--- src/rtl/sha256_pkg.sv ---
// Shared types and constants for the SHA-256 block sequencer slice.
// Holds the standard initial hash value, sequencer state encoding and data widths.
package sha256_pkg;

  localparam int BLK_W = 512;
  localparam int DIG_W = 256;

  localparam logic [DIG_W-1:0] SHA256_IV =
    256'h6a09e667_bb67ae85_3c6ef372_a54ff53a_510e527f_9b05688c_1f83d9ab_5be0cd19;

  typedef enum logic [2:0] {
    IDLE,
    ISSUE,
    RUN,
    CHAIN,
    OUT,
    FAULT
  } seq_state_t;

endpackage

--- src/rtl/sha256_block_sequencer_if.sv ---
// Block-in / digest-out stream bundle of the SHA-256 block sequencer.
// master drives blocks and takes digests; slave is the sequencer side.
interface sha256_block_sequencer_if;
  import sha256_pkg::*;

  logic             blk_valid;
  logic             blk_ready;
  logic [BLK_W-1:0] blk_data;
  logic             blk_last;
  logic             digest_valid;
  logic             digest_ready;
  logic [DIG_W-1:0] digest;

  modport master (
    output blk_valid, blk_data, blk_last, digest_ready,
    input  blk_ready, digest_valid, digest
  );

  modport slave (
    input  blk_valid, blk_data, blk_last, digest_ready,
    output blk_ready, digest_valid, digest
  );

endinterface

--- src/rtl/sha256_done_edge.sv ---
// Registered rising-edge detector for the core's done signal.
// clr masks the edge so only transitions seen while a block is running count.
module sha256_done_edge (
  input  logic clk,
  input  logic rst_n,
  input  logic clr,
  input  logic level,
  output logic rise
);

  logic level_q;

  always_ff @(posedge clk) begin
    if (!rst_n) level_q <= 1'b0;
    else        level_q <= level;
  end

  assign rise = level && !level_q && !clr;

endmodule

--- src/rtl/sha256_block_sequencer.sv ---
// Multi-block SHA-256 controller: one core start per block, chains the hash into the next IV.
// Define SHA256_SEQ_TIMEOUT_EN to add a core_done watchdog with a sticky seq_fault output.
module sha256_block_sequencer
  import sha256_pkg::*;
#(
  parameter int TIMEOUT_CYCLES = 128,
  parameter int CNT_W          = 16
) (
  input  logic                 clk,
  input  logic                 rst_n,
  sha256_block_sequencer_if.slave bus,
  output logic                 core_start,
  output logic [BLK_W-1:0]     core_block,
  output logic [DIG_W-1:0]     core_iv,
  input  logic                 core_done,
  input  logic [DIG_W-1:0]     core_hash,
  output logic                 busy,
  output logic [CNT_W-1:0]     block_count
`ifdef SHA256_SEQ_TIMEOUT_EN
  ,
  output logic                 seq_fault
`endif
);

  seq_state_t       state, state_next;
  logic             last_q;
  logic             init_q;
  logic             done_rise;
  logic             blk_accept;
  logic [DIG_W-1:0] digest_q;

  sha256_done_edge u_done_edge (
    .clk   (clk),
    .rst_n (rst_n),
    .clr   (state != RUN),
    .level (core_done),
    .rise  (done_rise)
  );

  assign blk_accept = bus.blk_valid && bus.blk_ready;
  assign bus.digest = digest_q;

`ifdef SHA256_SEQ_TIMEOUT_EN
  localparam int TMO_W = $clog2(TIMEOUT_CYCLES + 1);
  logic [TMO_W-1:0] tmo_cnt;
  logic             timeout;

  always_ff @(posedge clk) begin
    if (!rst_n)              tmo_cnt <= '0;
    else if (state == ISSUE) tmo_cnt <= '0;
    else if (state == RUN)   tmo_cnt <= tmo_cnt + 1'b1;
  end

  // tmo_cnt+1 RUN cycles have elapsed; FAULT lands one edge later, TIMEOUT_CYCLES after core_start.
  assign timeout = (tmo_cnt == TMO_W'(TIMEOUT_CYCLES - 2));
`endif

  // NOTE: sequential state uses non-blocking assignments so every register samples pre-edge values.
  always_ff @(posedge clk) begin
    if (!rst_n) state <= IDLE;
    else        state <= state_next;
  end

  always_comb begin
    // NOTE: default first so every path assigns state_next; a missing branch would infer a latch.
    state_next = state;
    case (state)
      IDLE:  if (blk_accept) state_next = ISSUE;
      ISSUE: state_next = RUN;
      RUN: begin
        if (done_rise) state_next = CHAIN;
`ifdef SHA256_SEQ_TIMEOUT_EN
        else if (timeout) state_next = FAULT;
`endif
      end
      CHAIN: state_next = last_q ? OUT : IDLE;
      OUT:   if (bus.digest_ready) state_next = IDLE;
`ifdef SHA256_SEQ_TIMEOUT_EN
      FAULT: state_next = FAULT;
`endif
      default: state_next = IDLE;
    endcase
  end

  always_comb begin
    bus.blk_ready    = (state == IDLE) && init_q;
    core_start       = (state == ISSUE);
    bus.digest_valid = (state == OUT);
    busy             = (state != IDLE);
`ifdef SHA256_SEQ_TIMEOUT_EN
    seq_fault        = (state == FAULT);
`endif
  end

  // NOTE: the wide block/digest registers are reset only because their reset values are visible outputs.
  always_ff @(posedge clk) begin
    if (!rst_n) begin
      core_block  <= '0;
      core_iv     <= SHA256_IV;
      digest_q    <= '0;
      block_count <= '0;
      last_q      <= 1'b0;
      init_q      <= 1'b0;
    end else begin
      init_q <= 1'b1;
      if (blk_accept) begin
        core_block <= bus.blk_data;
        last_q     <= bus.blk_last;
      end
      if (state == RUN && done_rise) begin
        core_iv     <= core_hash;
        block_count <= block_count + 1'b1;
      end
      if (state == CHAIN && last_q) digest_q <= core_iv;
      if (state == OUT && bus.digest_ready) begin
        core_iv     <= SHA256_IV;
        block_count <= '0;
      end
    end
  end

endmodule

--- src/flat_wrapper.sv ---
// flat-port wrapper written by rule: the top's interface ports become plain ports
module sha256_block_sequencer_flat import sha256_pkg::*;
#(
  parameter int TIMEOUT_CYCLES = 128,
  parameter int CNT_W          = 16
)
  (clk, rst_n, core_start, core_block, core_iv, core_done, core_hash, busy, block_count, bus_blk_valid, bus_blk_data, bus_blk_last, bus_digest_ready, bus_blk_ready, bus_digest_valid, bus_digest);
  sha256_block_sequencer_if bus_i ();
  input  logic clk;
  input  logic rst_n;
  output logic core_start;
  output logic [BLK_W-1:0] core_block;
  output logic [DIG_W-1:0] core_iv;
  input  logic core_done;
  input  logic [DIG_W-1:0] core_hash;
  output logic busy;
  output logic [CNT_W-1:0] block_count;
  input wire logic [$bits(bus_i.blk_valid)-1:0] bus_blk_valid;
  input wire logic [$bits(bus_i.blk_data)-1:0] bus_blk_data;
  input wire logic [$bits(bus_i.blk_last)-1:0] bus_blk_last;
  input wire logic [$bits(bus_i.digest_ready)-1:0] bus_digest_ready;
  output wire logic [$bits(bus_i.blk_ready)-1:0] bus_blk_ready;
  output wire logic [$bits(bus_i.digest_valid)-1:0] bus_digest_valid;
  output wire logic [$bits(bus_i.digest)-1:0] bus_digest;
  assign bus_i.blk_valid = bus_blk_valid;
  assign bus_i.blk_data = bus_blk_data;
  assign bus_i.blk_last = bus_blk_last;
  assign bus_i.digest_ready = bus_digest_ready;
  assign bus_blk_ready = bus_i.blk_ready;
  assign bus_digest_valid = bus_i.digest_valid;
  assign bus_digest = bus_i.digest;
  sha256_block_sequencer #(.TIMEOUT_CYCLES(TIMEOUT_CYCLES), .CNT_W(CNT_W)) u_core (.clk(clk), .rst_n(rst_n), .bus(bus_i), .core_start(core_start), .core_block(core_block), .core_iv(core_iv), .core_done(core_done), .core_hash(core_hash), .busy(busy), .block_count(block_count));
endmodule
--- config.mk ---
export PLATFORM = sky130hd
export DESIGN_NAME = sha256_block_sequencer_flat
export DESIGN_NICKNAME = d
export VERILOG_FILES = /design/src/rtl/sha256_pkg.sv /design/src/rtl/sha256_block_sequencer_if.sv /design/src/rtl/sha256_done_edge.sv /design/src/rtl/sha256_block_sequencer.sv /design/src/flat_wrapper.sv
export SDC_FILE = /design/constraint.sdc
export NUM_CORES = 2
export LEC_CHECK = 0
export CAP_MARGIN = 5
export CORE_AREA = 3 3 705 707
export CTS_BUF_LIST = sky130_fd_sc_hd__clkbuf_4 sky130_fd_sc_hd__clkbuf_8
export CTS_CLUSTER_DIAMETER = 100
export DETAILED_ROUTE_END_ITERATION = 7
export DIE_AREA = 0 0 708 710
export PLACE_DENSITY = 0.3
export SYNTH_ARGS = -nofsm -noshare
export SYNTH_HDL_FRONTEND = slang
export SYNTH_SLANG_ARGS = --single-unit
--- constraint.sdc ---
create_clock -name clk -period 1.5 [get_ports clk]
set_clock_uncertainty 0.05 [all_clocks]
set_input_delay 0.3 -clock clk [delete_from_list [all_inputs] [get_ports clk]]
set_output_delay 0.3 -clock clk [all_outputs]
set_load 0.02 [all_outputs]
==> run metrics <==
post-DR wirelength/cell=between 20 and 30 um; post-synthesis sequential area ratio=roughly 55%; Syn Std Cell Area=between 0.03 and 0.04 mm^2; vias in the first global route=roughly 47k; failing checks=setup timing; Yosys Warn Count=0; Via-to-Cell Ratio=approximately 3.2; Yosys reg bits=between 1k and 1.5k; Overflow after GRT=0; Syn Nets=~5.3k; Largest stage delay, worst path=between 0.3 and 0.4 ns; Avg Cell Area, Syn=8.30 um^2; Clk pin slew, worst setup/hold paths=roughly 0.06 ns; die width=slightly above 700 um; H-Tree Depth=4; Synth-to-Final Area Change=141%; drt first pass iters=6; dpl cell area=about 0.073 mm^2; Syn Inst Count=4553; Sink Count=around 1.0k; count of different cell masters after synthesis=35; initial antenna violation count=between 100 and 150; number of synthesized flops with an enable pin=0; max cap viols=0; WL final=a little over 400000 um; root buffer cell=clkbuf_8; top-count cell post-synth=nand2_1; initial core utilization=around 7.7%; nets=8359; CP max stage cell=dfxtp_2; GRT Resource Usage Total=15.5%; status=complete, but fails checks; Fin Hold WS=0.175 ns; Num CTS Buffers=230; post-route ant nets=0; pin count of the biggest net entering global routing=about 110; WHS Endpoint=u_core.core_block[508]; r2r endpoint=u_core.core_block[410]; CTS max path bufs=4; Placeable Area=slightly below 0.5 mm^2; clk_lat worst skew=between 1 and 1.5 ns; r2r worst-path depth=13; multiplexer share of the synthesized area=0%; adder-cell share of the synthesized area=less than 1%; Final setup violation count=between 2k and 2.5k; Worst Setup End Kind=register; I/O pins=around 1.8k; Leak Pwr=about 34 nW; Setup TNS Final=-967.02 ns; Async S/R FF share, synth=0%; Worst Hold Class=in2reg; pwr dens=approximately 900 mW/mm^2; port buffer count=between 1.5k and 2k; area leader, netlist=dfxtp_1; worst path arrival time=about 3.3 ns; Post-Synth XOR/XNOR Area=less than 1%; Vias=~45k; CTS tree=done; Synth top cells by count=nand2_1, dfxtp_1, a21boi_1; CP cell instances=nor3_4 > buf_12 > buf_4 > buf_6 > buf_6 > buf_6 > and3_4 > buf_12 > clkbuf_16 > buf_8 > buf_12 > nand2_1 > a21boi_1; largest family of logic cells by synthesized area=simple AND/OR/NAND/NOR gates; Final Hold Viols=0; hold depth=3; dpl cells=12.8k; gpl congestion=0.934; drt initial violations=2458; number of remaining DRC errors=0; maximum VDD drop=approximately 740 uV; Slew Limit Headroom=between 60% and 70%; Simple-Gate Fraction of Synth Area=23.1%; r2r setup slk=-0.93 ns; Slew @ Worst Pin=between 0.5 and 0.6 ns; Max Slew Vio Count=0; Layout fillers=~54k; launching element type of the critical path=register; Top delay family on crit path=buffers and inverters; design area=about 0.09 mm^2; Worst Path Max Fanout=8; Tot Pwr=83.1 mW; first-pass GRT wire length=511000 um; synth top area cells=dfxtp_1, nand2_1, a21boi_1; die height=approximately 710 um; WS Path Type=reg2reg; Layout Cells excl Fill=about 14k; die area=a little over 0.5 mm^2; share of cells above drive strength 1=between 30% and 40%; final worst slack=-0.931 ns; top-area cell type share of the netlist area=between 50 and 60%; fin crit share=162%; Detail Placement HPWL=approximately 350000 um; Synth Area in Compound Gates=between 15 and 20%; Period minus WS final=~2.4 ns; CP bufs+invs=9; Hold Crit Start=bus_blk_data[508]; num rows=257; RSZ-0062 raised after global routing=true; ys flop type=dfxtp_1; Max Freq=0.411 GHz; Worst EP required=2.38 ns; R2R Path Start=u_core.state[2]
## power breakdown
group | internal [mW] | switching, mW | leakage, nW
combinational | 8.48 | 7.38 | 22.5
sequential | 28.6 | 1.28 | 8.77
clock | 21.5 | 15.8 | 2.81
## layout by cell type, fill, tap and decap left out, drive strengths merged
cell              n
and4              2
clkbuf          371
o21a              1
clkdlybuf4s50   772
nand2          2058
bufinv           12
and3b             1
nand3           143
nor3              1
nand2b            1
clkinv           44
inv               9
and2              5
xor2              4
ha                1
or3               5
dfxtp          1046
a21oi           130
a21boi          769
o21ai             5
and4bb            1
nor2b             3
clkinvlp          5
nor2              7
or4               4
and3              3
xnor2             3
nand4             4
buf            1583
diode            37
and2b             1
nor3b             2
o211a             1
dlygate4sd3     770
o31ai             4
bufbuf            2
## worst reg2reg max path, cell delays in order (launching register included)
cell and delay (ns):
dfxtp_2 0.33, nor3_4 0.23, buf_12 0.17, buf_4 0.15, buf_6 0.08, buf_6 0.08, buf_6 0.08, and3_4 0.19
buf_12 0.19, clkbuf_16 0.29, buf_8 0.16, buf_12 0.14, nand2_1 0.09, a21boi_1 0.14
## routing by layer
layer / up-vias / share of wire, % / GRT usage, %
met5: - / 0.038 / 0
met4: 24 / 2.8 / 3.82
met3: 498 / 12 / 8.20
met2: 1752 / 46 / 25.4
met1: 21938 / 39 / 17.7
li1: 20852 / - / -
## cells by family after synthesis
family | after synthesis
AND/OR/NAND/NOR | 2241
buffers and inverters | 348
XOR/XNOR | 7
AO/OA/AOI/OAI | 910
adder cells (fa/ha/maj) | 1
flip-flops | 1046
## state kept, by name, indices dropped and copies added (netlist names)
name                        flops
u_core.core_block             512
u_core.bus.digest             256
u_core.core_iv                256
u_core.block_count             16
u_core.state                    3
u_core.init_q                   1
u_core.last_q                   1
u_core.u_done_edge.level_q      1
## cell type report
class	instances	area (um^2)	area share (%)
Antenna cell	37	92.6	0.102
Clock buffer	353	4570	5.02
Clock inverter	68	719	0.791
Inverter	2	7.51	0.00825
Multi-Input combinational cell	3159	15600	17.2
Sequential cell	1046	22200	24.4
Tap cell	6475	8100	8.91
Timing Repair Buffer	3145	39600	43.6
## worst max path at each step
stage	cells after the start	slack (ns)	end	startpoint
floorplan	8	-0.04	u_core.core_iv[234]	u_core.state[1]
global placement	6	-0.80	u_core.block_count[15]	core_done
detailed placement	6	-0.81	u_core.block_count[14]	core_done
CTS	4	-1.18	bus_blk_ready	u_core.state[2]
global route	4	-1.12	bus_blk_ready	u_core.state[2]
finish	13	-0.93	u_core.core_block[410]	u_core.state[2]
## timing repair
action	CTS	global route
hold buffers	770	0
hold endpoints to repair	977	0
cloned	14	22
setup buffers	185	22
gates resized for setup	3352	122
pin swaps	1	26
setup endpoints to repair	2087	2087
## stage by stage
stage | setup slack (ns) | utilization, %
after floorplan | -0.0389 | -
after CTS | -1.18 | 18.3
final | -0.931 | 18.5
after global placement | -0.803 | 14.9
after detailed placement | -0.808 | 14.9
after global routing | -1.12 | 18.5
No activity file was read; power rests on OpenSTA's default activity.
